`config.mk`:
```
export PLATFORM = sky130hd
export DESIGN_NAME = lcd_text_driver_flat
export DESIGN_NICKNAME = d
export VERILOG_FILES = /design/src/rtl/lcd_pkg.sv /design/src/rtl/lcd_text_driver_if.sv /design/src/rtl/lcd_nibble_tx.sv /design/src/rtl/lcd_text_driver.sv /design/src/flat_wrapper.sv
export SDC_FILE = /design/constraint.sdc
export NUM_CORES = 1
export LEC_CHECK = 0
export ABC_CLOCK_PERIOD_IN_PS = 54300
export BUFFER_PORTS_ARGS = -buffer_cell sky130_fd_sc_hd__buf_4
export CORE_MARGIN = 5
export CORE_UTILIZATION = 55
export CTS_CLUSTER_SIZE = 28
export DETAILED_ROUTE_END_ITERATION = 8
export PLACE_DENSITY = 0.84
export RECOVER_POWER = 50
export SYNTH_ARGS = -nofsm -noshare
export SYNTH_HDL_FRONTEND = slang
export SYNTH_SLANG_ARGS = --single-unit
```
`constraint.sdc`:
```
create_clock -name clk -period 54.3 [get_ports clk]
set_input_delay 8.145 -clock clk [delete_from_list [all_inputs] [get_ports clk]]
set_output_delay 8.145 -clock clk [all_outputs]
set_load 0.05 [all_outputs]
```
`src/rtl/lcd_pkg.sv`:
```
// Shared definitions for the 16x2 HD44780 text driver: commands, default
// timing counts, FSM encodings and small helpers.
package lcd_pkg;

    localparam logic [7:0] CMD_FUNC_4BIT = 8'h28;
    localparam logic [7:0] CMD_ENTRY     = 8'h06;
    localparam logic [7:0] CMD_DISP_ON   = 8'h0C;
    localparam logic [7:0] CMD_CLEAR     = 8'h01;
    localparam logic [7:0] CMD_LINE1     = 8'h80;
    localparam logic [7:0] CMD_LINE2     = 8'hC0;

    // Default counts in 50 MHz clock cycles
    localparam int DEF_T_POWERON = 750000;
    localparam int DEF_T_INIT1   = 205000;
    localparam int DEF_T_INIT2   = 5000;
    localparam int DEF_T_CMD     = 2000;
    localparam int DEF_T_CLEAR   = 82000;
    localparam int DEF_T_NIB_GAP = 50;
    localparam int DEF_T_SETUP   = 2;
    localparam int DEF_T_E_PULSE = 12;
    localparam int DEF_T_HOLD    = 1;

    localparam int WAIT_W     = 20;
    localparam int INIT_STEPS = 8;

    typedef enum logic [2:0] {
        PWR_WAIT,
        INIT,
        ADDR_A,
        CHARS_A,
        ADDR_B,
        CHARS_B
    } main_state_e;

    typedef enum logic [2:0] {
        TX_IDLE,
        TX_SETUP,
        TX_PULSE,
        TX_HOLD,
        TX_WAIT
    } tx_state_e;

    typedef struct packed {
        logic       is_byte;
        logic [7:0] value;
    } init_step_t;

    // Steps 0..3 are lone nibbles of the 8-bit-to-4-bit wake-up; 4..7 full bytes.
    function automatic init_step_t init_rom(input logic [2:0] step);
        init_step_t s;
        s = '{is_byte: 1'b0, value: 8'h00};
        case (step)
            3'd0:    s = '{is_byte: 1'b0, value: 8'h03};
            3'd1:    s = '{is_byte: 1'b0, value: 8'h03};
            3'd2:    s = '{is_byte: 1'b0, value: 8'h03};
            3'd3:    s = '{is_byte: 1'b0, value: 8'h02};
            3'd4:    s = '{is_byte: 1'b1, value: CMD_FUNC_4BIT};
            3'd5:    s = '{is_byte: 1'b1, value: CMD_ENTRY};
            3'd6:    s = '{is_byte: 1'b1, value: CMD_DISP_ON};
            default: s = '{is_byte: 1'b1, value: CMD_CLEAR};
        endcase
        return s;
    endfunction

    // Char 0 is the leftmost and sits in the top byte of the row.
    function automatic logic [7:0] row_char(input logic [127:0] row, input logic [3:0] idx);
        return row[{~idx, 3'b000} +: 8];
    endfunction

endpackage

```
`src/rtl/lcd_text_driver_if.sv`:
```
// Physical LCD bus: enable strobe, register select, read/write and data nibble.
interface lcd_text_driver_if;

    logic       LCD_E;
    logic       LCD_RS;
    logic       LCD_RW;
    logic [3:0] LCD_D;

    modport master (output LCD_E, output LCD_RS, output LCD_RW, output LCD_D);
    modport slave  (input  LCD_E, input  LCD_RS, input  LCD_RW, input  LCD_D);

endinterface

```
`src/rtl/lcd_nibble_tx.sv`:
```
// Writes one nibble to the LCD bus: setup, E pulse, hold, then a caller-chosen
// post-wait before signalling done. Owns every E-strobe timing detail.
module lcd_nibble_tx
    import lcd_pkg::*;
#(
    parameter int T_SETUP   = DEF_T_SETUP,
    parameter int T_E_PULSE = DEF_T_E_PULSE,
    parameter int T_HOLD    = DEF_T_HOLD
) (
    input  logic              clk,
    input  logic              reset,
    input  logic              start,
    input  logic [3:0]        nibble,
    input  logic              rs,
    input  logic [WAIT_W-1:0] wait_cycles,
    output logic              busy,
    output logic              done,
    output logic              LCD_E,
    output logic [3:0]        LCD_D,
    output logic              LCD_RS
);

    tx_state_e         state_q, state_d;
    logic [WAIT_W-1:0] cnt_q, cnt_d;
    logic [WAIT_W-1:0] wait_q, wait_d;
    logic [3:0]        d_q, d_d;
    logic              rs_q, rs_d;
    logic              e_q, e_d;
    logic              done_q, done_d;

    // E is a flop of its own so an async reset drops it without any decode glitch.
    always_ff @(posedge clk or negedge reset) begin
        if (!reset) begin
            state_q <= TX_IDLE;
            cnt_q   <= '0;
            wait_q  <= '0;
            d_q     <= '0;
            rs_q    <= 1'b0;
            e_q     <= 1'b0;
            done_q  <= 1'b0;
        end else begin
            state_q <= state_d;
            cnt_q   <= cnt_d;
            wait_q  <= wait_d;
            d_q     <= d_d;
            rs_q    <= rs_d;
            e_q     <= e_d;
            done_q  <= done_d;
        end
    end

    always_comb begin
        state_d = state_q;
        cnt_d   = cnt_q;
        wait_d  = wait_q;
        d_d     = d_q;
        rs_d    = rs_q;
        done_d  = 1'b0;
        unique case (state_q)
            TX_IDLE: begin
                if (start) begin
                    state_d = TX_SETUP;
                    cnt_d   = WAIT_W'(T_SETUP - 1);
                    d_d     = nibble;
                    rs_d    = rs;
                    wait_d  = wait_cycles;
                end
            end
            TX_SETUP: begin
                if (cnt_q == '0) begin
                    state_d = TX_PULSE;
                    cnt_d   = WAIT_W'(T_E_PULSE - 1);
                end else begin
                    cnt_d = cnt_q - WAIT_W'(1);
                end
            end
            TX_PULSE: begin
                if (cnt_q == '0) begin
                    state_d = TX_HOLD;
                    cnt_d   = WAIT_W'(T_HOLD - 1);
                end else begin
                    cnt_d = cnt_q - WAIT_W'(1);
                end
            end
            TX_HOLD: begin
                if (cnt_q == '0) begin
                    if (wait_q == '0) begin
                        state_d = TX_IDLE;
                        done_d  = 1'b1;
                    end else begin
                        state_d = TX_WAIT;
                        cnt_d   = wait_q - WAIT_W'(1);
                    end
                end else begin
                    cnt_d = cnt_q - WAIT_W'(1);
                end
            end
            TX_WAIT: begin
                if (cnt_q == '0) begin
                    state_d = TX_IDLE;
                    done_d  = 1'b1;
                end else begin
                    cnt_d = cnt_q - WAIT_W'(1);
                end
            end
            default: state_d = TX_IDLE;
        endcase
        e_d = (state_d == TX_PULSE);
    end

    assign busy   = (state_q != TX_IDLE);
    assign done   = done_q;
    assign LCD_E  = e_q;
    assign LCD_D  = d_q;
    assign LCD_RS = rs_q;

endmodule

```
`src/rtl/lcd_text_driver.sv`:
```
// Runs the HD44780 4-bit power-on init once, then refreshes both 16-char lines
// forever from rows snapshotted at the start of each frame.
module lcd_text_driver
    import lcd_pkg::*;
#(
    parameter int T_POWERON = DEF_T_POWERON,
    parameter int T_INIT1   = DEF_T_INIT1,
    parameter int T_INIT2   = DEF_T_INIT2,
    parameter int T_CMD     = DEF_T_CMD,
    parameter int T_CLEAR   = DEF_T_CLEAR,
    parameter int T_NIB_GAP = DEF_T_NIB_GAP,
    parameter int T_SETUP   = DEF_T_SETUP,
    parameter int T_E_PULSE = DEF_T_E_PULSE,
    parameter int T_HOLD    = DEF_T_HOLD
) (
    input  logic                      clk,
    input  logic                      reset,
    input  logic [127:0]              row_A,
    input  logic [127:0]              row_B,
    lcd_text_driver_if.master         lcd,
    output logic                      init_done,
    output logic                      frame_done
);

    main_state_e       state_q, state_d;
    logic [WAIT_W-1:0] pwr_cnt_q, pwr_cnt_d;
    logic [2:0]        init_step_q, init_step_d;
    logic [3:0]        char_idx_q, char_idx_d;
    logic              nib_lo_q, nib_lo_d;
    logic              pending_q, pending_d;
    logic              init_done_q, init_done_d;
    logic              frame_done_q, frame_done_d;
    logic [127:0]      snap_a_q, snap_b_q;

    init_step_t        step;
    logic [7:0]        cur_byte;
    logic              cur_rs;
    logic              single;
    logic              item_done;
    logic              snap_load;
    logic              tx_start;
    logic [3:0]        tx_nibble;
    logic [WAIT_W-1:0] tx_wait;
    logic              tx_busy;
    logic              tx_done;
    logic              tx_e;
    logic              tx_rs;
    logic [3:0]        tx_d;

    lcd_nibble_tx #(
        .T_SETUP  (T_SETUP),
        .T_E_PULSE(T_E_PULSE),
        .T_HOLD   (T_HOLD)
    ) u_tx (
        .clk        (clk),
        .reset      (reset),
        .start      (tx_start),
        .nibble     (tx_nibble),
        .rs         (cur_rs),
        .wait_cycles(tx_wait),
        .busy       (tx_busy),
        .done       (tx_done),
        .LCD_E      (tx_e),
        .LCD_D      (tx_d),
        .LCD_RS     (tx_rs)
    );

    always_ff @(posedge clk or negedge reset) begin
        if (!reset) begin
            state_q      <= PWR_WAIT;
            pwr_cnt_q    <= '0;
            init_step_q  <= '0;
            char_idx_q   <= '0;
            nib_lo_q     <= 1'b0;
            pending_q    <= 1'b0;
            init_done_q  <= 1'b0;
            frame_done_q <= 1'b0;
        end else begin
            state_q      <= state_d;
            pwr_cnt_q    <= pwr_cnt_d;
            init_step_q  <= init_step_d;
            char_idx_q   <= char_idx_d;
            nib_lo_q     <= nib_lo_d;
            pending_q    <= pending_d;
            init_done_q  <= init_done_d;
            frame_done_q <= frame_done_d;
        end
    end

    // Snapshots are pure data; they are always reloaded before first use.
    always_ff @(posedge clk) begin
        if (snap_load) begin
            snap_a_q <= row_A;
            snap_b_q <= row_B;
        end
    end

    always_comb begin
        state_d      = state_q;
        pwr_cnt_d    = pwr_cnt_q;
        init_step_d  = init_step_q;
        char_idx_d   = char_idx_q;
        nib_lo_d     = nib_lo_q;
        pending_d    = pending_q;
        init_done_d  = init_done_q;
        frame_done_d = 1'b0;
        tx_start     = 1'b0;
        item_done    = 1'b0;
        cur_byte     = 8'h00;
        cur_rs       = 1'b0;
        single       = 1'b0;
        step         = init_rom(init_step_q);

        unique case (state_q)
            INIT: begin
                cur_byte = step.value;
                single   = !step.is_byte;
            end
            ADDR_A:  cur_byte = CMD_LINE1;
            CHARS_A: begin
                cur_byte = row_char(snap_a_q, char_idx_q);
                cur_rs   = 1'b1;
            end
            ADDR_B:  cur_byte = CMD_LINE2;
            CHARS_B: begin
                cur_byte = row_char(snap_b_q, char_idx_q);
                cur_rs   = 1'b1;
            end
            default: ;
        endcase

        tx_nibble = (single || nib_lo_q) ? cur_byte[3:0] : cur_byte[7:4];

        // Only a clear command (RS=0) needs the long settle; a 0x01 char does not.
        if (single) begin
            case (init_step_q)
                3'd0:    tx_wait = WAIT_W'(T_INIT1);
                3'd1:    tx_wait = WAIT_W'(T_INIT2);
                default: tx_wait = WAIT_W'(T_CMD);
            endcase
        end else if (!nib_lo_q) begin
            tx_wait = WAIT_W'(T_NIB_GAP);
        end else if (!cur_rs && cur_byte == CMD_CLEAR) begin
            tx_wait = WAIT_W'(T_CLEAR);
        end else begin
            tx_wait = WAIT_W'(T_CMD);
        end

        if (state_q == PWR_WAIT) begin
            if (pwr_cnt_q == WAIT_W'(T_POWERON - 1)) begin
                state_d = INIT;
            end else begin
                pwr_cnt_d = pwr_cnt_q + WAIT_W'(1);
            end
        end else if (!pending_q) begin
            tx_start  = !tx_busy;
            pending_d = !tx_busy;
        end else if (tx_done) begin
            pending_d = 1'b0;
            if (!single && !nib_lo_q) begin
                nib_lo_d = 1'b1;
            end else begin
                nib_lo_d  = 1'b0;
                item_done = 1'b1;
            end
        end

        if (item_done) begin
            unique case (state_q)
                INIT: begin
                    if (init_step_q == 3'(INIT_STEPS - 1)) begin
                        state_d     = ADDR_A;
                        init_done_d = 1'b1;
                    end else begin
                        init_step_d = init_step_q + 3'd1;
                    end
                end
                ADDR_A: state_d = CHARS_A;
                CHARS_A: begin
                    char_idx_d = char_idx_q + 4'd1;
                    if (char_idx_q == 4'd15) state_d = ADDR_B;
                end
                ADDR_B: state_d = CHARS_B;
                CHARS_B: begin
                    char_idx_d = char_idx_q + 4'd1;
                    if (char_idx_q == 4'd15) begin
                        state_d      = ADDR_A;
                        frame_done_d = 1'b1;
                    end
                end
                default: ;
            endcase
        end

        snap_load = (state_d == ADDR_A) && (state_q != ADDR_A);
    end

    assign lcd.LCD_E   = tx_e;
    assign lcd.LCD_RS  = tx_rs;
    assign lcd.LCD_D   = tx_d;
    assign lcd.LCD_RW  = 1'b0;
    assign init_done   = init_done_q;
    assign frame_done  = frame_done_q;

endmodule

```
`src/flat_wrapper.sv`:
```
// flat-port wrapper written by rule: the top's interface ports become plain ports
module lcd_text_driver_flat import lcd_pkg::*;
#(
    parameter int T_POWERON = DEF_T_POWERON,
    parameter int T_INIT1   = DEF_T_INIT1,
    parameter int T_INIT2   = DEF_T_INIT2,
    parameter int T_CMD     = DEF_T_CMD,
    parameter int T_CLEAR   = DEF_T_CLEAR,
    parameter int T_NIB_GAP = DEF_T_NIB_GAP,
    parameter int T_SETUP   = DEF_T_SETUP,
    parameter int T_E_PULSE = DEF_T_E_PULSE,
    parameter int T_HOLD    = DEF_T_HOLD
)
  (clk, reset, row_A, row_B, init_done, frame_done, lcd_LCD_E, lcd_LCD_RS, lcd_LCD_RW, lcd_LCD_D);
  lcd_text_driver_if lcd_i ();
  input  logic clk;
  input  logic reset;
  input  logic [127:0] row_A;
  input  logic [127:0] row_B;
  output logic init_done;
  output logic frame_done;
  output wire logic [$bits(lcd_i.LCD_E)-1:0] lcd_LCD_E;
  output wire logic [$bits(lcd_i.LCD_RS)-1:0] lcd_LCD_RS;
  output wire logic [$bits(lcd_i.LCD_RW)-1:0] lcd_LCD_RW;
  output wire logic [$bits(lcd_i.LCD_D)-1:0] lcd_LCD_D;
  assign lcd_LCD_E = lcd_i.LCD_E;
  assign lcd_LCD_RS = lcd_i.LCD_RS;
  assign lcd_LCD_RW = lcd_i.LCD_RW;
  assign lcd_LCD_D = lcd_i.LCD_D;
  lcd_text_driver #(.T_POWERON(T_POWERON), .T_INIT1(T_INIT1), .T_INIT2(T_INIT2), .T_CMD(T_CMD), .T_CLEAR(T_CLEAR), .T_NIB_GAP(T_NIB_GAP), .T_SETUP(T_SETUP), .T_E_PULSE(T_E_PULSE), .T_HOLD(T_HOLD)) u_core (.clk(clk), .reset(reset), .row_A(row_A), .row_B(row_B), .lcd(lcd_i), .init_done(init_done), .frame_done(frame_done));
endmodule
```
==> metrics <==
Starting Density=55.7%; post-DR vias/cell=5.95; CP required=54.09 ns; Area growth syn-to-layout=23.0%; Yosys cell types=70; post-route ant nets=0; Comb power frac=3.0%; largest net degree at the start of global routing=213; Cell Area, Synth=14500 um^2; Final period util=23.6%; width of the die=172 um; HPWL Detailed=25.0 mm; reg2reg start=u_core.state_q[2]$_DFF_PN0_; largest area contributor in the netlist=edfxtp_1; failing checks=capacitance limit, slew limit; top cells by count, synth=edfxtp_1, dfrtp_1, nand2_1; Net Sw Frac=18.7%; sw power=98.1 uW; WL/cell=22.3 um; nets@finish=1509; Reg2Reg Setup Slack=41.48 ns; antenna violations before repair=4; Hold WC Path Type=register to register; Hold Startpoint=u_core.pwr_cnt_q[19]$_DFFE_PN0P_; Mapped Nets=1255; Hold EP=u_core.pwr_cnt_q[19]$_DFFE_PN0P_; cell count after synthesis=987; DRT iter0 DRCs=729; WL final=35.8 mm; I/O pin count=267; Seq cells post-synth=331; data arrival time of the worst path=12.61 ns; remaining global-route overflow=0; Setup Viol. Count Final=0; maximum capacitance violations=3; EDFF count, synth=256; Ys Warns=0; status=finished, violations left; via count=9544; Int Power=427 uW; CTS tree=yes; pwr dens=29.5 nW/um^2; # fillers=1726; Slew @ Worst Pin=10.45 ns; Area contributors post-synth=edfxtp_1, dfrtp_1, mux4_2; DRC=0; synthesized area per cell=14.7 um^2; setup TNS=0 ns; worst r2r dst=u_core.snap_b_q[40]$_DFFE_PP_; htree depth=2; post-layout power=525 uW; setup bufs post-CTS=0; slew margin rel.=-596%; Worst setup EP type=register; VDD IR max=35.6 uV; Clk Latency, worst-skew pair=0.52 ns; hold path depth=1; CP Class=register to register; post-cts sizing count=0; clock power share=45.0%; Root Buffer=clkbuf_16; IO buf count=265; Async SR Flop Fraction=22.7%; Num CTS Buffers=35; Most used DFF post-synth=edfxtp_1; area of the core=26000 um^2; R2R cell count=8; CTS max path bufs=3; Final Hold Viols=0; Static Leakage=6.73 nW; Seq pwr share=52.1%; die area=29700 um^2; Clock Skews=0.0275 ns; Placer Congestion=0.916; post-route minimum period=12.82 ns; max-slew violations=298; Die Y=172 um; RSZ-0062 raised after global routing=false; most common cell in the synthesized netlist=edfxtp_1; CP Launch Type=register; share of cells above drive strength 1=30.8%; hold-fix buffers at CTS=0; post-synth top area share=53.1%; FMAX=78.0 MHz; critical-path maximum fanout=212; Global Route Usage Sum=24.3%; Reg clk slew, reported paths=0.06 ns; vias in the first global route=9864; first-pass GRT wire length=54.7 mm; register area share after synthesis=66.1%; DRT Pass-1 Iters=6; num rows=59; clock tree sinks=331
==> critical path, cell delays in order (launching register included) <==
cell and delay (ns):
dfrtp_1 0.60, or4b_1 0.60, o21a_1 0.27, nor2_1 0.45, nand2_1 0.14, a22o_1 0.26, a2111oi_0 0.37, clkbuf_1 1.74
clkbuf_1 7.35
==> routing by layer <==
metal / wire length, um / part of all wire (%) / up-vias / global-route usage (%)
met5: 20 / 0.056 / - / 0
met1: 13100 / 37 / 4706 / 30.3
li1: - / - / 4357 / -
met2: 18400 / 51 / 404 / 41.3
met4: 1270 / 3.6 / 2 / 8.58
met3: 2930 / 8.2 / 75 / 6.61
==> power groups by stage <==
stage	registers [mW]	clock network [mW]	logic, mW
2_1_floorplan	0.279	0	0.000208
3_3_place_gp	0.278	0	0.0155
3_5_place_dp	0.278	0	0.0158
4_1_cts	0.273	0.240	0.0159
5_1_grt	0.273	0.251	0.0170
6_report	0.273	0.236	0.0157
==> kinds of logic (layout without fill, tap and decap cells) <==
group                    after synthesis  count (layout)  share of synthesized area (%)
AO/OA/AOI/OAI                        167             167                           7.60
XOR/XNOR                              34              34                           2.06
adder cells (fa/ha/maj)               10              10                          0.865
buffers and inverters                 70             348                           2.09
flip-flops                           331             331                           66.1
multiplexers                          84              84                           10.6
other                                  1               4                         0.0259
AND/OR/NAND/NOR                      290             290                           10.7
==> cells in the final DEF (no fill, tap or decap), types with 11 or more instances in the layout <==
cell	count
nor3_1	25
a21oi_1	27
o21ai_0	53
nor4_1	12
clkbuf_16	35
a31oi_1	14
inv_1	15
edfxtp_1	256
nand3_1	24
a22oi_1	13
clkbuf_1	11
mux4_2	55
nand2b_1	13
mux2i_1	24
xor2_1	15
nand4_1	21
xnor2_1	19
dfrtp_1	72
nand2_1	75
nor2_1	51
buf_4	264
nor3b_1	12
==> area by class of cell <==
type / count / area [um^2] / area share (%)
clock inverter: 16 / 194 / 1.09
inverter: 15 / 56.3 / 0.316
sequential: 331 / 9570 / 53.7
tap: 335 / 419 / 2.35
timing repair buffer: 272 / 2030 / 11.4
clock buffer: 45 / 943 / 5.30
antenna: 3 / 7.51 / 0.0422
multi-input combinational: 586 / 4590 / 25.8
==> sequential cells by signal, indices dropped and copies added, names as in the netlist, 3 cells and up <==
| register | cells |
|---|---|
| u_core.u_tx.LCD_D | 4 |
| u_core.init_step_q | 3 |
| u_core.state_q | 3 |
| u_core.u_tx.wait_q | 11 |
| u_core.snap_a_q | 128 |
| u_core.pwr_cnt_q | 20 |
| u_core.u_tx.state_q | 3 |
| u_core.snap_b_q | 128 |
| u_core.char_idx_q | 4 |
| u_core.u_tx.cnt_q | 20 |
==> worst max-delay path by stage <==
stage,end,startpoint,depth (start not counted)
finish,u_core.snap_b_q[40]$_DFFE_PP_,u_core.state_q[2]$_DFF_PN0_,8
global route,u_core.snap_a_q[20]$_DFFE_PP_,u_core.state_q[2]$_DFF_PN0_,8
CTS,lcd_LCD_D[1],u_core.u_tx.LCD_D[1]$_DFFE_PN0P_,1
detailed placement,u_core.char_idx_q[0]$_DFFE_PN0P_,reset,1
global placement,u_core.char_idx_q[0]$_DFFE_PN0P_,reset,1
floorplan,u_core.snap_a_q[0]$_DFFE_PP_,u_core.state_q[2]$_DFF_PN0_,7
==> through the flow <==
stage | area [um^2] | cells | worst slack, ns | hold slack, ns | utilization, %
floorplan | 14500 | 987 | 10.87 | 0.434 | -
global placement | 16700 | 1539 | 45.30 | 0.450 | 64.3
detailed placement | 16700 | 1539 | 45.28 | 0.461 | 64.3
CTS | 17800 | 1600 | 45.01 | 0.473 | 68.7
global route | 17800 | 1603 | 40.45 | 0.474 | 68.5
finish | 17800 | 1603 | 41.48 | 0.468 | 68.5
Power figures use the tool's default switching activity.
